**config.mk**
```make
export PLATFORM = sky130hd
export DESIGN_NAME = dmem_arbiter
export DESIGN_NICKNAME = d
export VERILOG_FILES = /design/src/rtl/dmem_arbiter.sv
export SDC_FILE = /design/constraint.sdc
export NUM_CORES = 1
export LEC_CHECK = 0
export ABC_AREA = 1
export BUFFER_PORTS_ARGS = -buffer_cell sky130_fd_sc_hd__buf_2
export CAP_MARGIN = 0
export CORE_AREA = 3 3 117 119
export DETAILED_ROUTE_END_ITERATION = 6
export DIE_AREA = 0 0 120 122
export PLACE_DENSITY = 0.75
export SLEW_MARGIN = 5
export SYNTH_ARGS = -nofsm -noshare
export SYNTH_HDL_FRONTEND = slang
export SYNTH_SLANG_ARGS = --single-unit
export TNS_END_PERCENT = 50
```
**constraint.sdc**
```tcl
create_clock -name clk -period 4.27 [get_ports clk]
set_clock_uncertainty 0.15 [all_clocks]
set_input_delay 0.2135 -clock clk [delete_from_list [all_inputs] [get_ports clk]]
set_output_delay 0.2135 -clock clk [all_outputs]
set_load 0.005 [all_outputs]
```
**src/rtl/dmem_arbiter.sv**
```systemverilog
// rtl/dmem_arbiter.sv - data-memory arbiter between CPU MEM stage and DMA port (DMEM_ARB_PERF_EN adds perf counters)
// Each access runs IDLE -> ISSUE -> WAIT(MEM_LAT) -> DONE; CPU is favoured until DMA has starved STARVE_LIMIT grants.
module dmem_arbiter #(
    parameter int ADDR_W       = 8,
    parameter int DATA_W       = 32,
    parameter int MEM_LAT      = 1,
    parameter int STARVE_LIMIT = 4
) (
    input  logic              clk,
    input  logic              rst,
    input  logic              cpu_req,
    input  logic              cpu_we,
    input  logic [ADDR_W-1:0] cpu_addr,
    input  logic [DATA_W-1:0] cpu_wdata,
    output logic [DATA_W-1:0] cpu_rdata,
    output logic              cpu_ready,
    output logic              stall,
`ifdef DMEM_ARB_PERF_EN
    output logic [31:0]       perf_stall_cycles,
    output logic [15:0]       perf_dma_grants,
`endif
    input  logic              dma_req,
    input  logic              dma_we,
    input  logic [ADDR_W-1:0] dma_addr,
    input  logic [DATA_W-1:0] dma_wdata,
    output logic [DATA_W-1:0] dma_rdata,
    output logic              dma_ack,
    output logic              mem_en,
    output logic              mem_we,
    output logic [ADDR_W-1:0] mem_addr,
    output logic [DATA_W-1:0] mem_wdata,
    input  logic [DATA_W-1:0] mem_rdata
);

    localparam int WCNT_W = (MEM_LAT > 1) ? $clog2(MEM_LAT) : 1;
    localparam int SCNT_W = $clog2(STARVE_LIMIT + 1);
    localparam logic [WCNT_W-1:0] WAIT_LAST  = WCNT_W'(MEM_LAT - 1);
    localparam logic [SCNT_W-1:0] STARVE_MAX = SCNT_W'(STARVE_LIMIT);

    typedef enum logic [1:0] {
        S_IDLE  = 2'd0,
        S_ISSUE = 2'd1,
        S_WAIT  = 2'd2,
        S_DONE  = 2'd3
    } state_t;

    state_t              state_q, state_d;
    logic                owner_dma_q, owner_dma_d;
    logic                we_q, we_d;
    logic [ADDR_W-1:0]   addr_q, addr_d;
    logic [DATA_W-1:0]   wdata_q, wdata_d;
    logic [WCNT_W-1:0]   wcnt_q, wcnt_d;
    logic [SCNT_W-1:0]   starve_q, starve_d;
    logic [DATA_W-1:0]   cpu_rdata_q, cpu_rdata_d;
    logic [DATA_W-1:0]   dma_rdata_q, dma_rdata_d;

    always_ff @(posedge clk or posedge rst) begin
        if (rst) begin
            state_q     <= S_IDLE;
            owner_dma_q <= 1'b0;
            we_q        <= 1'b0;
            addr_q      <= '0;
            wdata_q     <= '0;
            wcnt_q      <= '0;
            starve_q    <= '0;
            cpu_rdata_q <= '0;
            dma_rdata_q <= '0;
        end else begin
            state_q     <= state_d;
            owner_dma_q <= owner_dma_d;
            we_q        <= we_d;
            addr_q      <= addr_d;
            wdata_q     <= wdata_d;
            wcnt_q      <= wcnt_d;
            starve_q    <= starve_d;
            cpu_rdata_q <= cpu_rdata_d;
            dma_rdata_q <= dma_rdata_d;
        end
    end

    always_comb begin
        state_d     = state_q;
        owner_dma_d = owner_dma_q;
        we_d        = we_q;
        addr_d      = addr_q;
        wdata_d     = wdata_q;
        wcnt_d      = wcnt_q;
        starve_d    = starve_q;
        cpu_rdata_d = cpu_rdata_q;
        dma_rdata_d = dma_rdata_q;
        case (state_q)
            S_IDLE: begin
                if (dma_req && (starve_q == STARVE_MAX || !cpu_req)) begin
                    owner_dma_d = 1'b1;
                    we_d        = dma_we;
                    addr_d      = dma_addr;
                    wdata_d     = dma_wdata;
                    starve_d    = '0;
                    state_d     = S_ISSUE;
                end else if (cpu_req) begin
                    owner_dma_d = 1'b0;
                    we_d        = cpu_we;
                    addr_d      = cpu_addr;
                    wdata_d     = cpu_wdata;
                    state_d     = S_ISSUE;
                    // Counter only advances while DMA is actually being passed over.
                    if (!dma_req)
                        starve_d = '0;
                    else if (starve_q != STARVE_MAX)
                        starve_d = starve_q + SCNT_W'(1);
                end
            end
            S_ISSUE: begin
                wcnt_d  = '0;
                state_d = S_WAIT;
            end
            S_WAIT: begin
                if (wcnt_q == WAIT_LAST) begin
                    state_d = S_DONE;
                    if (!we_q) begin
                        if (owner_dma_q)
                            dma_rdata_d = mem_rdata;
                        else
                            cpu_rdata_d = mem_rdata;
                    end
                end else begin
                    wcnt_d = wcnt_q + WCNT_W'(1);
                end
            end
            default: begin
                state_d = S_IDLE;
            end
        endcase
    end

    assign mem_en    = (state_q == S_ISSUE);
    assign mem_we    = (state_q == S_ISSUE) && we_q;
    assign mem_addr  = addr_q;
    assign mem_wdata = wdata_q;
    assign cpu_ready = (state_q == S_DONE) && !owner_dma_q;
    assign dma_ack   = (state_q == S_DONE) && owner_dma_q;
    assign cpu_rdata = cpu_rdata_q;
    assign dma_rdata = dma_rdata_q;
    // Released during DONE so EX/MEM and MEM/WB advance on the completing edge.
    assign stall     = cpu_req && !cpu_ready;

`ifdef DMEM_ARB_PERF_EN
    logic [31:0] perf_stall_q;
    logic [15:0] perf_dma_q;
    logic        dma_grant;

    assign dma_grant = (state_q == S_IDLE) && (state_d == S_ISSUE) && owner_dma_d;

    always_ff @(posedge clk or posedge rst) begin
        if (rst) begin
            perf_stall_q <= '0;
            perf_dma_q   <= '0;
        end else begin
            if (stall && (perf_stall_q != 32'hFFFF_FFFF))
                perf_stall_q <= perf_stall_q + 32'd1;
            if (dma_grant && (perf_dma_q != 16'hFFFF))
                perf_dma_q <= perf_dma_q + 16'd1;
        end
    end

    assign perf_stall_cycles = perf_stall_q;
    assign perf_dma_grants   = perf_dma_q;
`endif

endmodule

```
==> results_dict.tcl, run 1 <==
set metrics [dict create \
    tns_ps 0 \
    synth_cell_types 20 \
    antennaDiodeCount 0 \
    drv_slew 0 \
    r2r-start "state_q[0]$_DFFE_PP0P_" \
    drive_above_1_share_pct 28.35 \
    synth_compound_area_share_pct 6.900 \
    layout_common_cells "buf_2, nand2_1, inv_1" \
    synth_edf_count 0 \
    synth_top_family_by_area "simple AND/OR/NAND/NOR gates" \
    fmaxAchievable_mhz 399.0 \
    routed_via_density 4.538 \
    drt_pre_antenna_iters 5 \
    startpoint "state_q[0]$_DFFE_PP0P_" \
    syn2layout_area_growth_pct 36.32 \
    synth.area.mux_share_pct 0 \
    worst-slew-pin-transition_ps 1112 \
    ios 227 \
    clk_latency_ps 340 \
    syn_area_sq_um 5150 \
    ys_ff_latch 111 \
    grt_pass1_wl_mm 22.33 \
    via_count 4847 \
    cts_buffers 9 \
    yosysSeqAreaShare_pct 53.94 \
    synthAdderAreaFrac_pct 1.458 \
    core-area_sq_um 12670 \
    io_buffers 226 \
    required_ps 4340 \
    placementRows 41 \
    fin_crit_sh_pct 58.69 \
    powerDensity_nw_per_um2 620.8 \
    cp.arrival_ps 2570 \
    critPathLaunchType "flop" \
    die_area_sq_um 14640 \
    yosys.area_share.simple_pct 24.39 \
    synth_cells 641 \
    post_cts_buffers 0 \
    hold_buffers 42 \
    rsz0062_at_grt "false" \
    start_util_pct 40.64 \
    die_h_um 122 \
    grt_max_degree 65 \
    fin_crit_ps 2506 \
    grt_pass1_vias 4674 \
    cp-end-kind "flop" \
    setup_viol 0 \
    drt_wl_total_mm 13.79 \
    status "finished clean" \
    hp-class "primary input to flop" \
    dpl_cell_area_sq_um 6324 \
    ir_drop_uv 288.2 \
    hpwl_mm 9.353 \
    root_buffer "clkbuf_16" \
    critical_path_class "flop to flop" \
    final_common_cell "buf_2" \
    synth_xor_area_share_pct 0 \
    dominantRegCellSynth "dfrtp_1" \
    gp_congestion 0.7749 \
    leakagePower_uw 0.004208 \
    htreeDepth 3 \
    yosysWarnings 0 \
    final_antenna_net_count 0 \
    finalHoldViolCount 0 \
    whs_ps 14.64 \
    clkTransAtPathRegs_ps 70 \
    maxCapViolCount 0 \
    async_flop_share_pct 100.0 \
    rr_endpoint "dma_rdata[13]$_DFFE_PP0P_" \
    reg2regPathDepth 4 \
    cts_resized 0 \
    antenna_found_initial 0 \
    drtIter0Drc 300 \
    gr-usage-met3_pct 5.060 \
    cts_tree "built" \
    grt_usage_pct 18.99 \
    fin_nets 1015 \
    grt_most_used_layer "met2" \
    endpoint "dma_rdata[13]$_DFFE_PP0P_" \
    final_area_sq_um 7020 \
    use_met1_pct 23.72 \
    avgRoutedWirePerCell_um 12.91 \
    clock_sinks 111 \
    syn_avg_cell_area_sq_um 8.034 \
    path_max_fanout 64 \
    relSlewSlack_pct 25.81 \
    syn_nets 765 \
    cts_buffer_depth 2 \
    grtUsageMet2_pct 32.42 \
    grt_overflow 0 \
    die_w_um 120 \
    r2r_slack_ps 1760 \
    power_uw 4359 \
    drc 0 \
]
Yosys cell counts, types with 4 or more instances:
master    number  share of area (%)
buf_2         11                1.1
clkbuf_1       9               0.66
inv_1        126                9.2
nor2_1         4               0.29
buf_4          8                1.2
nand3_1       84                8.2
nand2_1      199                 15
o21ai_1        9               0.87
ha_1           6                1.5
o21ai_0       58                5.6
dfrtp_1      111                 54
buf_6          5                1.1
critical path: stages, from the launching register on:
cell and delay [ps]:
dfrtp_1 410, inv_1 100, ha_1 250, nand3_2 870, o21ai_0 580
worst min-delay path by stage:
| stage | slack, ps | from | depth (start not counted) | endpoint |
|---|---|---|---|---|
| after floorplan | 210 | mem_rdata[18] | 2 | cpu_rdata[18]$_DFFE_PP0P_ |
| after global placement | 80 | rst | 2 | cpu_rdata[1]$_DFFE_PP0P_ |
| after detailed placement | 90 | rst | 2 | cpu_rdata[1]$_DFFE_PP0P_ |
| after CTS | 1 | cpu_wdata[14] | 5 | mem_wdata[14]$_DFFE_PP0P_ |
| after global routing | 9 | cpu_wdata[15] | 5 | mem_wdata[15]$_DFFE_PP0P_ |
| final | 10 | cpu_wdata[15] | 5 | mem_wdata[15]$_DFFE_PP0P_ |
flip-flops by register name (all words and copies together) (netlist names):
register     flops
state_q          2
starve_q         3
we_q             1
mem_wdata       32
cpu_rdata       32
owner_dma_q      1
mem_addr         8
dma_rdata       32
where the power goes:
group / internal, uW / switching [uW] / total, uW
logic: 746 / 965 / 1710
clock network: 411 / 369 / 780
registers: 1580 / 285 / 1870
total: 2740 / 1620 / 4360
final cells by class:
| class | count | area [sq um] |
|---|---|---|
| clock inverters | 5 | 33.78 |
| well taps | 172 | 215.2 |
| clock buffers | 11 | 242.7 |
| flip-flops and latches | 111 | 2778 |
| inverters | 128 | 483.0 |
| repair buffers | 272 | 1582 |
| fillers | 1213 | 5650 |
| multi-input cells | 369 | 1687 |
kinds of logic after synthesis:
kind of cell | after synthesis
AND/OR/NAND/NOR | 293
buffers and inverters | 161
flip-flops | 111
AO/OA/AOI/OAI | 70
adder cells (fa/ha/maj) | 6
per-layer routing:
metal | up-vias | share of wire, %
met4 | 0 | 1.9
met1 | 2206 | 41
met5 | - | 0
li1 | 2443 | -
met2 | 178 | 50
met3 | 20 | 6.6
per-stage QoR:
step / instances / util [%] / setup slack, ps
after floorplan: 641 / - / 975.8
after global placement: 1010 / 49.91 / 1868
after detailed placement: 1010 / 49.91 / 1735
after CTS: 1068 / 55.41 / 1694
after global routing: 1068 / 55.41 / 1369
final: 1068 / 55.41 / 1764
(Power assumes the default switching activity.)
==> inputs of run 2 (changes only) <==
ABC_AREA = 0   (was 1)
CORE_AREA = 3 3 115 117   (was 3 3 117 119)
DIE_AREA = 0 0 118 120   (was 0 0 120 122)
PLACE_DENSITY = 0.79   (was 0.75)
clock period = 2.3 ns   (was 4.27 ns; I/O delays follow)
==> run 2 against run 1 <==
Wire length rose by 18%. Cell count fell by 14%. Sequential share of layout area fell by 4.1 points. Critical path depth rose by 2. Hold slack improved by 50 ps. Setup slack got worse by 1500 ps. Via count fell by 1.1%. Global-route usage rose by 3.8 points. Highest routed layer unchanged. Combinational power rose by 130%. Die area fell by 3.3%. Total power rose by 110%.
==> results_dict.tcl, run 2 <==
set metrics [dict create \
    die_h_um 120 \
    setup_viol 0 \
    required_ps 2360 \
    grt_pass1_wl_mm 26.12 \
    path_max_fanout 20 \
    critical_path_depth 6 \
    maxCapViolCount 0 \
    drive_above_1_share_pct 48.73 \
    powerDensity_nw_per_um2 1155 \
    antennaDiodeCount 0 \
    min_from "cpu_req" \
    fin_util_pct 62.79 \
    synth_compound_area_share_pct 11.54 \
    grt_pass1_vias 5239 \
    start_util_pct 40.36 \
    path_cells "inv_1, ha_1, a21bo_1, and2_2, buf_4, o211ai_2" \
    gp_congestion 0.7591 \
    root_buffer "clkbuf_16" \
    r2r_slack_ps 250 \
    die_area_sq_um 14160 \
    final_common_cell "buf_2" \
    synth_top_area_share_pct 55.21 \
    synth_xor_area_share_pct 0 \
    grt_overflow 0 \
    rr_endpoint "mem_wdata[29]$_DFFE_PP0P_" \
    startpoint "starve_q[0]$_DFFE_PP0P_" \
    switchingPower_uw 3259 \
    place_inst 790 \
    status "finished clean" \
    synth_top_area_cell "dfrtp_1" \
    drtIter0Drc 375 \
    endpoint "mem_wdata[29]$_DFFE_PP0P_" \
    clock_sinks 111 \
    yosys-top-cells-area "dfrtp_1, mux2_2, o211ai_2" \
    cp_slowest_stage_delay_ps 570 \
    finalHoldViolCount 0 \
    hpwl_mm 9.848 \
    via_count 4796 \
    fill_cells 912 \
    synth_edf_count 0 \
    r2r-start "starve_q[0]$_DFFE_PP0P_" \
    synth_cell_types 27 \
    drv_slew 0 \
    worst-slew-pin-transition_ps 1175 \
    register_area_sq_um 2778 \
    clkTransAtPathRegs_ps 80 \
    cp-end-kind "flop" \
    fin_crit_sh_pct 89.18 \
    path_delay_family "simple AND/OR/NAND/NOR gates" \
    yosys.area_share.simple_pct 13.08 \
    rsz0062_at_grt "false" \
    async_flop_share_pct 100.0 \
    reg2regPathDepth 6 \
    syn_nets 539 \
    multi_input_area_sq_um 2067 \
    yosysSeqAreaShare_pct 55.21 \
    p_int_uw 5780 \
    fin_crit_ps 2051 \
    synth.area.mux_share_pct 14.55 \
    crit_slowest_cell "and2_2" \
    cts_resized 0 \
    post_cts_buffers 0 \
    synth_common_cells "dfrtp_1, nand2_1, mux2_2, nand4_1, o211ai_2" \
    core-area_sq_um 12470 \
    finalNonFillerCells 921 \
    placementRows 41 \
    p_sw_share_pct 36.06 \
    cts_buffer_depth 2 \
    syn_avg_cell_area_sq_um 12.12 \
    cts_buffers 9 \
    synthAdderAreaFrac_pct 1.492 \
    critPathLaunchType "flop" \
    drt_wl_total_mm 16.33 \
    antenna_found_initial 0 \
    yosys.cell_count.top_type "dfrtp_1" \
    fin_ws_ps 248.9 \
    syn_area_sq_um 5031 \
    grt_usage_pct 22.84 \
    leakagePower_uw 0.003755 \
    die_w_um 118 \
    avgRoutedWirePerCell_um 17.73 \
    p_seq_share_pct 38.8 \
    layout_common_cells "buf_2, dlygate4sd3_1, dfrtp_1" \
    pre_cts_ws_ps 266.4 \
    p_comb_share_pct 44.0 \
    drc 0 \
    io_buffers 226 \
    dominantRegCellSynth "dfrtp_1" \
    synth_top_family_by_area "multiplexers" \
    critical_path_class "flop to flop" \
    htreeDepth 3 \
    grt_max_degree 45 \
    ios 227 \
    relSlewSlack_pct 21.35 \
    fin_nets 868 \
    yosysWarnings 0 \
    clk_latency_ps 340 \
    final_antenna_net_count 0 \
    synth_cells 415 \
    drt_pre_antenna_iters 4 \
    cts_tree "built" \
    ys_ff_latch 111 \
    ir_drop_uv 437.3 \
    syn2layout_area_growth_pct 55.58 \
    cp.arrival_ps 2110 \
    path_buf_inv 2 \
    clkPwrFrac_pct 17.2 \
    hp-class "primary input to flop" \
    routed_via_density 5.207 \
    tns_ps 0 \
    hold_buffers 115 \
    fmaxAchievable_mhz 487.5 \
]
-- run 2: layout make-up --
cell class | count | area share (%)
Sequential cell | 111 | 35.49
Timing Repair Buffer | 354 | 31.20
Multi-Input combinational cell | 262 | 26.41
Clock buffer | 9 | 2.877
Tap cell | 172 | 2.749
Clock inverter | 7 | 0.9431
Inverter | 6 | 0.3357
-- run 2: how the worst min path moves through the flow --
stage / end / slack (ps) / cells after the start
final: starve_q[2]$_DFFE_PP0P_ / 60 / 2
after global routing: starve_q[2]$_DFFE_PP0P_ / 70 / 2
after CTS: starve_q[2]$_DFFE_PP0P_ / 40 / 2
after detailed placement: dma_rdata[24]$_DFFE_PP0P_ / 110 / 2
after global placement: dma_rdata[24]$_DFFE_PP0P_ / 110 / 2
after floorplan: dma_rdata[30]$_DFFE_PP0P_ / 120 / 1
-- run 2: cell families after synthesis --
family | Yosys count
compound gates | 51
mux | 65
simple gates | 140
fa+ha+maj | 6
buf+inv | 42
flops | 111
-- run 2: layer usage --
metal	share of wire [%]	vias to the layer above	global-route usage, %
li1	-	2142	-
met1	38	2299	25.89
met2	51	291	39.85
met3	7.5	64	5.844
met4	4.0	0	11.87
met5	0	-	0
-- run 2: per-stage QoR --
| step | cell area [sq um] | power (uW) | hold slack, ps |
|---|---|---|---|
| floorplan | 5035 | 5607 | 115.5 |
| detailed placement | 6377 | 7301 | 112.2 |
| CTS | 7828 | 9028 | 36.71 |
| finish | 7828 | 9039 | 64.46 |
| global route | 7828 | 9631 | 74.02 |
| global placement | 6377 | 7091 | 110.8 |
-- run 2: power by group through the flow --
stage	logic, uW	registers, uW	clock network [uW]
after floorplan	2080	3530	0
final	3970	3510	1560
after global placement	3630	3460	0
after detailed placement	3800	3510	0
after CTS	3940	3480	1600
after global routing	4330	3620	1680
